<file path="config.mk">
export PLATFORM = sky130hd
export DESIGN_NAME = seq_booth_multiplier_flat
export DESIGN_NICKNAME = d
export VERILOG_FILES = /design/src/rtl/cpu_pkg.sv /design/src/rtl/seq_booth_multiplier_if.sv /design/src/rtl/booth_r4_recoder.sv /design/src/rtl/seq_booth_multiplier.sv /design/src/flat_wrapper.sv
export SDC_FILE = /design/constraint.sdc
export NUM_CORES = 1
export LEC_CHECK = 0
export CORE_UTILIZATION = 40
export CTS_BUF_LIST = sky130_fd_sc_hd__clkbuf_16
export CTS_CLUSTER_SIZE = 30
export DETAILED_ROUTE_END_ITERATION = 7
export SETUP_SLACK_MARGIN = 0.2
export SLEW_MARGIN = 0
export SYNTH_ARGS = -nofsm -noshare
export SYNTH_HDL_FRONTEND = slang
export SYNTH_HIERARCHICAL = 1
export SYNTH_SLANG_ARGS = --single-unit
</file>
<file path="constraint.sdc">
create_clock -name clock -period 7.3 [get_ports clock]
set_input_delay 1.825 -clock clock [delete_from_list [all_inputs] [get_ports clock]]
set_output_delay 1.825 -clock clock [all_outputs]
set_load 0.03 [all_outputs]
</file>
<file path="src/rtl/cpu_pkg.sv">
// Shared datapath types for the sequential Booth multiplier and its recoder.
// Also carries the ALU opcode that selects the multiply path.
package cpu_pkg;

  typedef enum logic [1:0] {
    IDLE,
    BUSY,
    DONE
  } mul_state_t;

  typedef enum logic [2:0] {
    B_ZERO,
    B_PM,
    B_P2M,
    B_NM,
    B_N2M
  } booth_op_t;

  localparam logic [3:0] ALU_MUL = 4'd11;

endpackage

</file>
<file path="src/rtl/seq_booth_multiplier_if.sv">
// Start/busy/done handshake and operand/product bus between control unit and multiplier.
// master = control unit side, slave = multiplier side.
interface seq_booth_multiplier_if #(
  parameter int WIDTH = 32
);

  logic             start;
  logic             signed_mode;
  logic [WIDTH-1:0] multiplicand;
  logic [WIDTH-1:0] multiplier;
  logic             busy;
  logic             done;
  logic [WIDTH-1:0] hi;
  logic [WIDTH-1:0] lo;

  modport master (
    output start, signed_mode, multiplicand, multiplier,
    input  busy, done, hi, lo
  );

  modport slave (
    input  start, signed_mode, multiplicand, multiplier,
    output busy, done, hi, lo
  );

endinterface

</file>
<file path="src/rtl/booth_r4_recoder.sv">
// Radix-4 Booth recoder: maps a 3-bit multiplier window {q[i+1], q[i], q[i-1]}
// onto one of the five partial-product selections.
module booth_r4_recoder
  import cpu_pkg::*;
(
  input  logic [2:0] bits,
  output booth_op_t  op
);

  always_comb begin
    op = B_ZERO;
    unique case (bits)
      3'b000:  op = B_ZERO;
      3'b001:  op = B_PM;
      3'b010:  op = B_PM;
      3'b011:  op = B_P2M;
      3'b100:  op = B_N2M;
      3'b101:  op = B_NM;
      3'b110:  op = B_NM;
      3'b111:  op = B_ZERO;
      default: op = B_ZERO;
    endcase
  end

endmodule

</file>
<file path="src/rtl/seq_booth_multiplier.sv">
// Multi-cycle radix-4 Booth multiplier, signed or unsigned per operation, full 2*WIDTH product.
// Optional BOOTH_EARLY_TERM_EN: finish as soon as the remaining multiplier bits recode to zero.
//
// state | meaning
// IDLE  | waiting for start, hi/lo hold the last product
// BUSY  | one radix-4 step per clock
// DONE  | product valid on hi/lo for one cycle, start accepted here too
module seq_booth_multiplier
  import cpu_pkg::*;
#(
  parameter int WIDTH = 32
) (
  input  logic                  clock,
  input  logic                  clear_n,
  seq_booth_multiplier_if.slave bus
);

  localparam int STEPS = WIDTH / 2 + 1;
  localparam int EW    = WIDTH + 2;
  localparam int AW    = WIDTH + 3;
  localparam int QW    = EW + 1;
  localparam int PW    = AW + QW;
  localparam int CW    = $clog2(STEPS + 1);

  generate
    if ((WIDTH % 2) != 0 || WIDTH < 4) begin : g_bad_width
      $error("seq_booth_multiplier: WIDTH must be even and >= 4");
    end
  endgenerate

  mul_state_t       state_q, state_d;
  logic [PW-1:0]    pair_q, pair_d;
  logic [EW-1:0]    mcand_q;
  logic [CW-1:0]    cnt_q;
  logic [WIDTH-1:0] hi_q, lo_q;
  logic             load, finish, early;

  booth_op_t        op;
  logic [AW-1:0]    acc, addend, sum;
  logic [QW-1:0]    qreg;
  logic [EW-1:0]    ext_a, ext_b;

  assign acc  = pair_q[PW-1 -: AW];
  assign qreg = pair_q[QW-1:0];

  assign ext_a = bus.signed_mode ? {{2{bus.multiplicand[WIDTH-1]}}, bus.multiplicand}
                                 : {2'b00, bus.multiplicand};
  assign ext_b = bus.signed_mode ? {{2{bus.multiplier[WIDTH-1]}}, bus.multiplier}
                                 : {2'b00, bus.multiplier};

  booth_r4_recoder u_recoder (
    .bits (qreg[2:0]),
    .op   (op)
  );

  always_comb begin
    addend = '0;
    unique case (op)
      B_PM:    addend = {mcand_q[EW-1], mcand_q};
      B_P2M:   addend = {mcand_q, 1'b0};
      B_NM:    addend = -{mcand_q[EW-1], mcand_q};
      B_N2M:   addend = -{mcand_q, 1'b0};
      default: addend = '0;
    endcase
  end

  assign sum = acc + addend;

`ifdef BOOTH_EARLY_TERM_EN
  logic sign_q;

  // Unconsumed multiplier bits sit in qreg[2*cnt:0]; if they all match the
  // sign, every remaining window recodes to zero and only the shift is left.
  always_comb begin
    early = 1'b1;
    for (int i = 0; i < QW; i++) begin
      if (i <= 2 * int'(cnt_q) && qreg[i] != sign_q) early = 1'b0;
    end
  end

  always_comb begin
    if (early) pair_d = $signed(pair_q) >>> {cnt_q, 1'b0};
    else       pair_d = $signed({sum, qreg}) >>> 2;
  end

  always_ff @(posedge clock or negedge clear_n) begin
    if (!clear_n)  sign_q <= 1'b0;
    else if (load) sign_q <= ext_b[EW-1];
  end
`else
  assign early  = 1'b0;
  assign pair_d = $signed({sum, qreg}) >>> 2;
`endif

  always_ff @(posedge clock or negedge clear_n) begin
    if (!clear_n) state_q <= IDLE;
    else          state_q <= state_d;
  end

  always_comb begin
    state_d = state_q;
    load    = 1'b0;
    finish  = 1'b0;
    unique case (state_q)
      IDLE: begin
        if (bus.start) begin
          state_d = BUSY;
          load    = 1'b1;
        end
      end
      BUSY: begin
        if (early || cnt_q == CW'(1)) begin
          state_d = DONE;
          finish  = 1'b1;
        end
      end
      DONE: begin
        if (bus.start) begin
          state_d = BUSY;
          load    = 1'b1;
        end else begin
          state_d = IDLE;
        end
      end
      default: state_d = IDLE;
    endcase
  end

  // The product's bit 0 lands at pair bit 1, just above the spent Q[-1].
  always_ff @(posedge clock or negedge clear_n) begin
    if (!clear_n) begin
      pair_q  <= '0;
      mcand_q <= '0;
      cnt_q   <= '0;
      hi_q    <= '0;
      lo_q    <= '0;
    end else if (load) begin
      pair_q  <= {{AW{1'b0}}, ext_b, 1'b0};
      mcand_q <= ext_a;
      cnt_q   <= CW'(STEPS);
    end else if (state_q == BUSY) begin
      pair_q <= pair_d;
      cnt_q  <= early ? '0 : cnt_q - CW'(1);
      if (finish) begin
        hi_q <= pair_d[2*WIDTH:WIDTH+1];
        lo_q <= pair_d[WIDTH:1];
      end
    end
  end

  assign bus.busy = (state_q == BUSY);
  assign bus.done = (state_q == DONE);
  assign bus.hi   = hi_q;
  assign bus.lo   = lo_q;

endmodule

</file>
<file path="src/flat_wrapper.sv">
// flat-port wrapper written by rule: the top's interface ports become plain ports
module seq_booth_multiplier_flat import cpu_pkg::*;
#(
  parameter int WIDTH = 32
)
  (clock, clear_n, bus_start, bus_signed_mode, bus_multiplicand, bus_multiplier, bus_busy, bus_done, bus_hi, bus_lo);
  seq_booth_multiplier_if #(.WIDTH(WIDTH)) bus_i ();
  input  logic clock;
  input  logic clear_n;
  input wire logic [$bits(bus_i.start)-1:0] bus_start;
  input wire logic [$bits(bus_i.signed_mode)-1:0] bus_signed_mode;
  input wire logic [$bits(bus_i.multiplicand)-1:0] bus_multiplicand;
  input wire logic [$bits(bus_i.multiplier)-1:0] bus_multiplier;
  output wire logic [$bits(bus_i.busy)-1:0] bus_busy;
  output wire logic [$bits(bus_i.done)-1:0] bus_done;
  output wire logic [$bits(bus_i.hi)-1:0] bus_hi;
  output wire logic [$bits(bus_i.lo)-1:0] bus_lo;
  assign bus_i.start = bus_start;
  assign bus_i.signed_mode = bus_signed_mode;
  assign bus_i.multiplicand = bus_multiplicand;
  assign bus_i.multiplier = bus_multiplier;
  assign bus_busy = bus_i.busy;
  assign bus_done = bus_i.done;
  assign bus_hi = bus_i.hi;
  assign bus_lo = bus_i.lo;
  seq_booth_multiplier #(.WIDTH(WIDTH)) u_core (.clock(clock), .clear_n(clear_n), .bus(bus_i));
endmodule
</file>
Yosys cells after proc, flatten, opt, wreduce, memory -nomap -nowiden --
Memories as Yosys holds them, arrays and structs flattened. Index checks and enable logic that the tools add are counted.
Storage, ports and cells: memories kept 1, output and inout port bits 66, register bits after elaboration 175, bits in read-only memories 24, word-level logic and storage cells 41
Cells by class: add/sub/neg operators 4, bitwise logic cells 1, equality and inequality tests 9, reductions and logical operators 5, muxes and demuxes 15
Memory list:
- (no name shown) | words 8, bits a word 3, read ports 1, clocked after Yosys merged registers in 0, wr ports 0, RTL line booth_r4_recoder.sv:12 | unique case (bits)
Operators by type and width (number):
- 70-bit 2-to-1 mux | 2
- 35-bit one-hot mux with 4 select lines | 1
- 35-bit negation | 2
- 34-bit 2-to-1 mux | 2
- 35-bit adder | 1
- 5-bit 2-to-1 mux | 2
- 3-bit by 2-bit equality test with 1-bit output (second input constant) | 2
- 2-bit one-hot mux with 3 select lines | 1
- 5-bit by 1-bit equality test with 1-bit output (second input constant) | 1
- 1-bit 2-to-1 mux | 5
- 5-bit by 1-bit subtractor with 5-bit output (second input constant) | 1
- 2-bit 2-to-1 mux | 2
- 3-bit by 1-bit equality test with 1-bit output (second input constant) | 1
- 3-bit equality test (second input constant) | 1
- 3-bit AND reduction | 1
- 2-bit by 1-bit equality test with 1-bit output (second input constant) | 1
- 2-bit equality test (second input constant) | 1
- 2-bit zero test | 1
- 2-bit by 1-bit != test with 1-bit output (second input constant) | 1
- 2-bit != test (second input constant) | 1
- 2-bit AND reduction | 1
- 2-bit nonzero test | 1
- 2-bit OR reduction | 1
- 1-bit NOT | 1

Logic depth before layout (Yosys ltp) --
An unclocked memory read counts as a cell.
depth in word-level cells 6, mapped depth 22, gate-level depth less buffers 20

Cells and area by module --
The synthesis kept the hierarchy.
Modules (own cells, without submodules):
- seq_booth_multiplier | instances 1, cells an instance 1208, area each 10063.4 µm²
- booth_r4_recoder | instances 1, cells an instance 6, area each 55.1 µm²

Worst setup path before layout --
OpenSTA, ideal clock, no wires.
path type register -> register, start point reg u_core.mcand_q[0], end point reg u_core.hi_q[30], in the netlist u_core/bus.hi[30], arrival 4.799 ns, cell stages (with the launch flop) 23, required time 7.175 ns, setup slack 2.376 ns, cell sequence dfrtp_1 -> inv_1 -> ha_1 -> buf_2 -> nand4_4 -> or3_4 -> or3_4 -> or3_4 -> or3_4 -> o21ai_2 -> a22oi_1 -> o22ai_1 -> ha_1 -> clkbuf_1 -> a21o_1 -> a31oi_1 -> o22ai_1 -> a2111oi_0 -> nand2_1 -> a211o_1 -> a21oi_1 -> xnor2_1 -> mux2_2
On the way: longest elaborated chain between the ends 3, elaborated cells between the ends (all ways) 4
Ends and longest elaborated chain:
- start, declared | RTL line seq_booth_multiplier.sv:33 | logic [EW-1:0] mcand_q;
- start signal, assigned | RTL line seq_booth_multiplier.sv:139 | mcand_q <= ext_a;
- 35-bit negation (on tied branches) | RTL line seq_booth_multiplier.sv:61, seq_booth_multiplier.sv:62
- 35-bit one-hot mux with 4 select lines (*) | RTL line seq_booth_multiplier.sv:58 | unique case (op)
- 35-bit adder (*) | RTL line seq_booth_multiplier.sv:67 | assign sum = acc + addend;
- end signal, assigned | RTL line seq_booth_multiplier.sv:145 | hi_q <= pair_d[2*WIDTH:WIDTH+1];
- end, declared | RTL line seq_booth_multiplier.sv:35 | logic [WIDTH-1:0] hi_q, lo_q;
Mark *: on every way between the ends. The rest lies on a longest branch, timed or not. A chain may end at the register's enable or synchronous reset.

Final worst setup path --
start point reg u_core.mcand_q[0], end point reg u_core.pair_q[65]
On the way: longest elaborated chain between the ends 5, elaborated cells between the ends (all ways) 6
Ends and longest elaborated chain:
- 35-bit negation (on tied branches) | RTL line seq_booth_multiplier.sv:61, seq_booth_multiplier.sv:62
- 35-bit one-hot mux with 4 select lines (*) | RTL line seq_booth_multiplier.sv:58
- 35-bit adder (*) | RTL line seq_booth_multiplier.sv:67
- 70-bit 2-to-1 mux (*) | RTL line seq_booth_multiplier.sv:141 | end else if (state_q == BUSY) begin
- 70-bit 2-to-1 mux (*) | RTL line seq_booth_multiplier.sv:137 | end else if (load) begin
- end signal, assigned | RTL line seq_booth_multiplier.sv:138 | pair_q <= {{AW{1'b0}}, ext_b, 1'b0};
- end signal, assigned | RTL line seq_booth_multiplier.sv:142 | pair_q <= pair_d;
- end, declared | RTL line seq_booth_multiplier.sv:32 | logic [PW-1:0] pair_q, pair_d;
Mark *: on every way between the ends. The rest lies on a longest branch, timed or not. The select of a mux whose other input is x is not followed.

==> key figures <==
Timing
  – Max Fclk: 176 MHz
  – RSZ-0062 raised after global routing: false
  – Skew final: 0.0208 ns
  – Slew Limit Fails: 0
  – Final Hold Violating Endpoints: 0
  – Worst-Margin Slew: 0.950 ns
  – Final setup fails: 0
  – Relative slew slack: 36.7%
  – Setup TNS: 0 ns
  – Tmin final: 5.69 ns
  – Period utilization: 78.0%

Floorplan
  – Initial Util: 41.2%
  – Num rows: 57
  – Die height: 161 um
  – Die span in x: 161 um
  – Die Area: 25,900 um2
  – Core area: 24,500 um2
  – Boundary Pins: 134

Hold path
  – Hold Path Depth: 2
  – Hold Path Origin: u_core/bus.hi[17]$_DFFE_PN0P_
  – Hold endpoint: u_core/bus.hi[17]$_DFFE_PN0P_
  – Hold WC Path Type: reg -> reg

CTS
  – Worst-Skew Late Latency: 0.45 ns
  – CTS tree: yes
  – Root Driver: clkbuf_16
  – Clock sink count: 172
  – Total CTS buffers: 17
  – Post_cts resized: 0
  – Post-CTS setup repair buffer count: 0
  – Clock Pin Slew Worst Setup and Hold Paths: 0.08 ns
  – # H-tree levels: 4
  – Clock tree buffer depth: 2
  – Cts hold-fix bufs: 0

Detailed routing
  – Remaining DRCs: 0
  – Vias per inst: 5.42
  – Met2 wire len: 13,000 um
  – Routed WL: 28,000 um
  – Met1 wire length: 12,600 um
  – First DRT Iteration DRCs: 535
  – Routed met3 length: 1810 um
  – Pre-antenna DRT Iters: 5
  – Final ANT Viol Nets: 0
  – Drt wl/cell: 17.2 um
  – Via count: 8,848
  – Max layer used: met4

Global route
  – Initial antenna violation count: 1
  – Aggregate global routing overflow: 0
  – First-pass GRT wire length: 45,500 um
  – Tot GR Track Use: 22.1%
  – Largest net degree at the start of global routing: 71
  – Vias in the first global route: 8,684

Placement
  – GPL Wtd Cong: 0.891
  – DP Wirelength: 19,100 um
  – I/O Buffers: 133

Final layout
  – Fraction of final layout cells with drive strength greater than 1: 5.58%
  – Most frequent cells in the layout: 383 x nand2_1, 172 x dfrtp_1, 132 x clkdlybuf4s50_1, 60 x nor2_1, 58 x o21ai_0
  – Layout Utilization: 50.0%
  – Commonest non-fill, non-tap cell in the layout: nand2_1
  – Layout Nets: 1,403
  – Area added between synthesis and finish: 21.1%
  – # fillers: 2,405

Logic synthesis
  – Synth top area share: 42.5%
  – Sequential area share after synthesis: 42.5%
  – Post-synth EDFFs: 0
  – Yosys top cell by area: dfrtp_1
  – Count of different cell masters after synthesis: 66
  – Post-synth top flop: dfrtp_1
  – Post-synth ARST share: 100%
  – Synthesized Nets: 1,322
  – Mapped Avg Cell Area: 8.33 um2
  – Synth Instances: 1,214
  – YS warnings: 6
  – Seq cells post-synth: 172
  – Largest cells by area after synthesis: dfrtp_1 43%, nand2_1 14%, ha_1 4.8%
  – Mapped cell area: 10,100 um2

Critical path
  – Worst Path Required: 7.62 ns
  – CP Capture Type: register
  – Type of origin of the critical path: register
  – R2R setup slack: 1.61 ns
  – Crit path max fanout: 9
  – R2R cell count: 20
  – Critical path class: reg -> reg
  – Worst reg2reg path startpoint: u_core/mcand_q[0]$_DFFE_PN0P_
  – Worst reg2reg endpoint: u_core/pair_q[65]$_DFFE_PN0P_
  – Critical Path AT: 6.01 ns

Status
  – Status: finished, final reports clean

Run
  – Max-cap viol count: 0
synth_stat cells (20+ instances only):
library cell,instances
a21oi_1,49
xor2_1,40
dfrtp_1,172
o21ai_0,58
nand2_1,384
xnor2_1,22
nor2_1,61
ha_1,39
a22o_1,26
clkbuf_1,70
inv_1,20
o22ai_1,34
a22oi_1,51
metrics by stage:
step                      instances  instance area, um2  setup WS (ns)  hold slack [ns]
after floorplan                1214               10100           2.38            0.456
after global placement         1600               11600           1.83            0.457
after detailed placement       1600               11600           1.70            0.461
after CTS                      1632               12300           1.67            0.484
after global routing           1632               12300           1.29            0.501
final                          1633               12300           1.61            0.479
cells by family (layout without fill, tap and decap cells):
group                    count (synthesis)  in the layout  share of synthesized area [%]
buffers and inverters                  101            195                           3.93
multiplexers                            12             12                           1.35
AND/OR/NAND/NOR                        535            535                           22.6
XOR/XNOR                                62             62                           5.37
AO/OA/AOI/OAI                          292            292                           19.2
flip-flops                             172            172                           42.5
other                                    0              1                              0
adder cells (fa/ha/maj)                 40             40                           5.02
critical path, stage by stage (launching register included):
cell,delay (ns)
dfrtp_1,0.42
inv_1,0.11
ha_1,0.36
nand4_4,0.18
or3_4,0.37
or3_4,0.35
or3_4,0.35
or3_4,0.35
o21ai_2,0.12
a22oi_1,0.11
o22ai_1,0.19
ha_1,0.37
a21o_1,0.24
a31oi_1,0.19
o22ai_1,0.13
a2111oi_0,0.69
nand2_1,0.17
a211o_1,0.29
a21oi_1,0.19
o21ai_0,0.12
a32o_1,0.26
metal layers:
metal  GRT usage, %  vias up
li1               -     4347
met1           29.0     4226
met2           35.3      236
met3           5.70       39
met4           7.76        0
met5              0        -
final cells by class:
type / instances / area, um2 / area share [%]
multi-input combinational: 941 / 5430 / 44.3
antenna: 1 / 2.50 / 0.0204
clock buffer: 17 / 425 / 3.47
tap: 324 / 405 / 3.31
sequential: 172 / 4300 / 35.1
inverter: 20 / 75.1 / 0.612
clock inverter: 15 / 204 / 1.66
timing repair buffer: 143 / 1410 / 11.5
registers in the layout (all words and copies together), names as in the netlist:
name            flops
u_core/bus.hi      32
u_core/bus.lo      32
u_core/cnt_q        5
u_core/mcand_q     33
u_core/pair_q      68
u_core/state_q      2
worst max-delay path by stage:
stage / start / endpoint / slack, ns
6_report: u_core/mcand_q[0]$_DFFE_PN0P_ / u_core/pair_q[65]$_DFFE_PN0P_ / 1.61
3_3_place_gp: u_core/mcand_q[0]$_DFFE_PN0P_ / u_core/bus.hi[30]$_DFFE_PN0P_ / 1.83
5_1_grt: u_core/pair_q[0]$_DFFE_PN0P_ / u_core/pair_q[65]$_DFFE_PN0P_ / 1.29
4_1_cts: u_core/mcand_q[0]$_DFFE_PN0P_ / u_core/pair_q[65]$_DFFE_PN0P_ / 1.67
3_5_place_dp: u_core/mcand_q[0]$_DFFE_PN0P_ / u_core/pair_q[65]$_DFFE_PN0P_ / 1.70
2_1_floorplan: u_core/mcand_q[0]$_DFFE_PN0P_ / u_core/bus.hi[30]$_DFFE_PN0P_ / 2.38
Power is not shown: default switching activity piles up to over one toggle a cycle in this logic, so the estimate is an artifact.
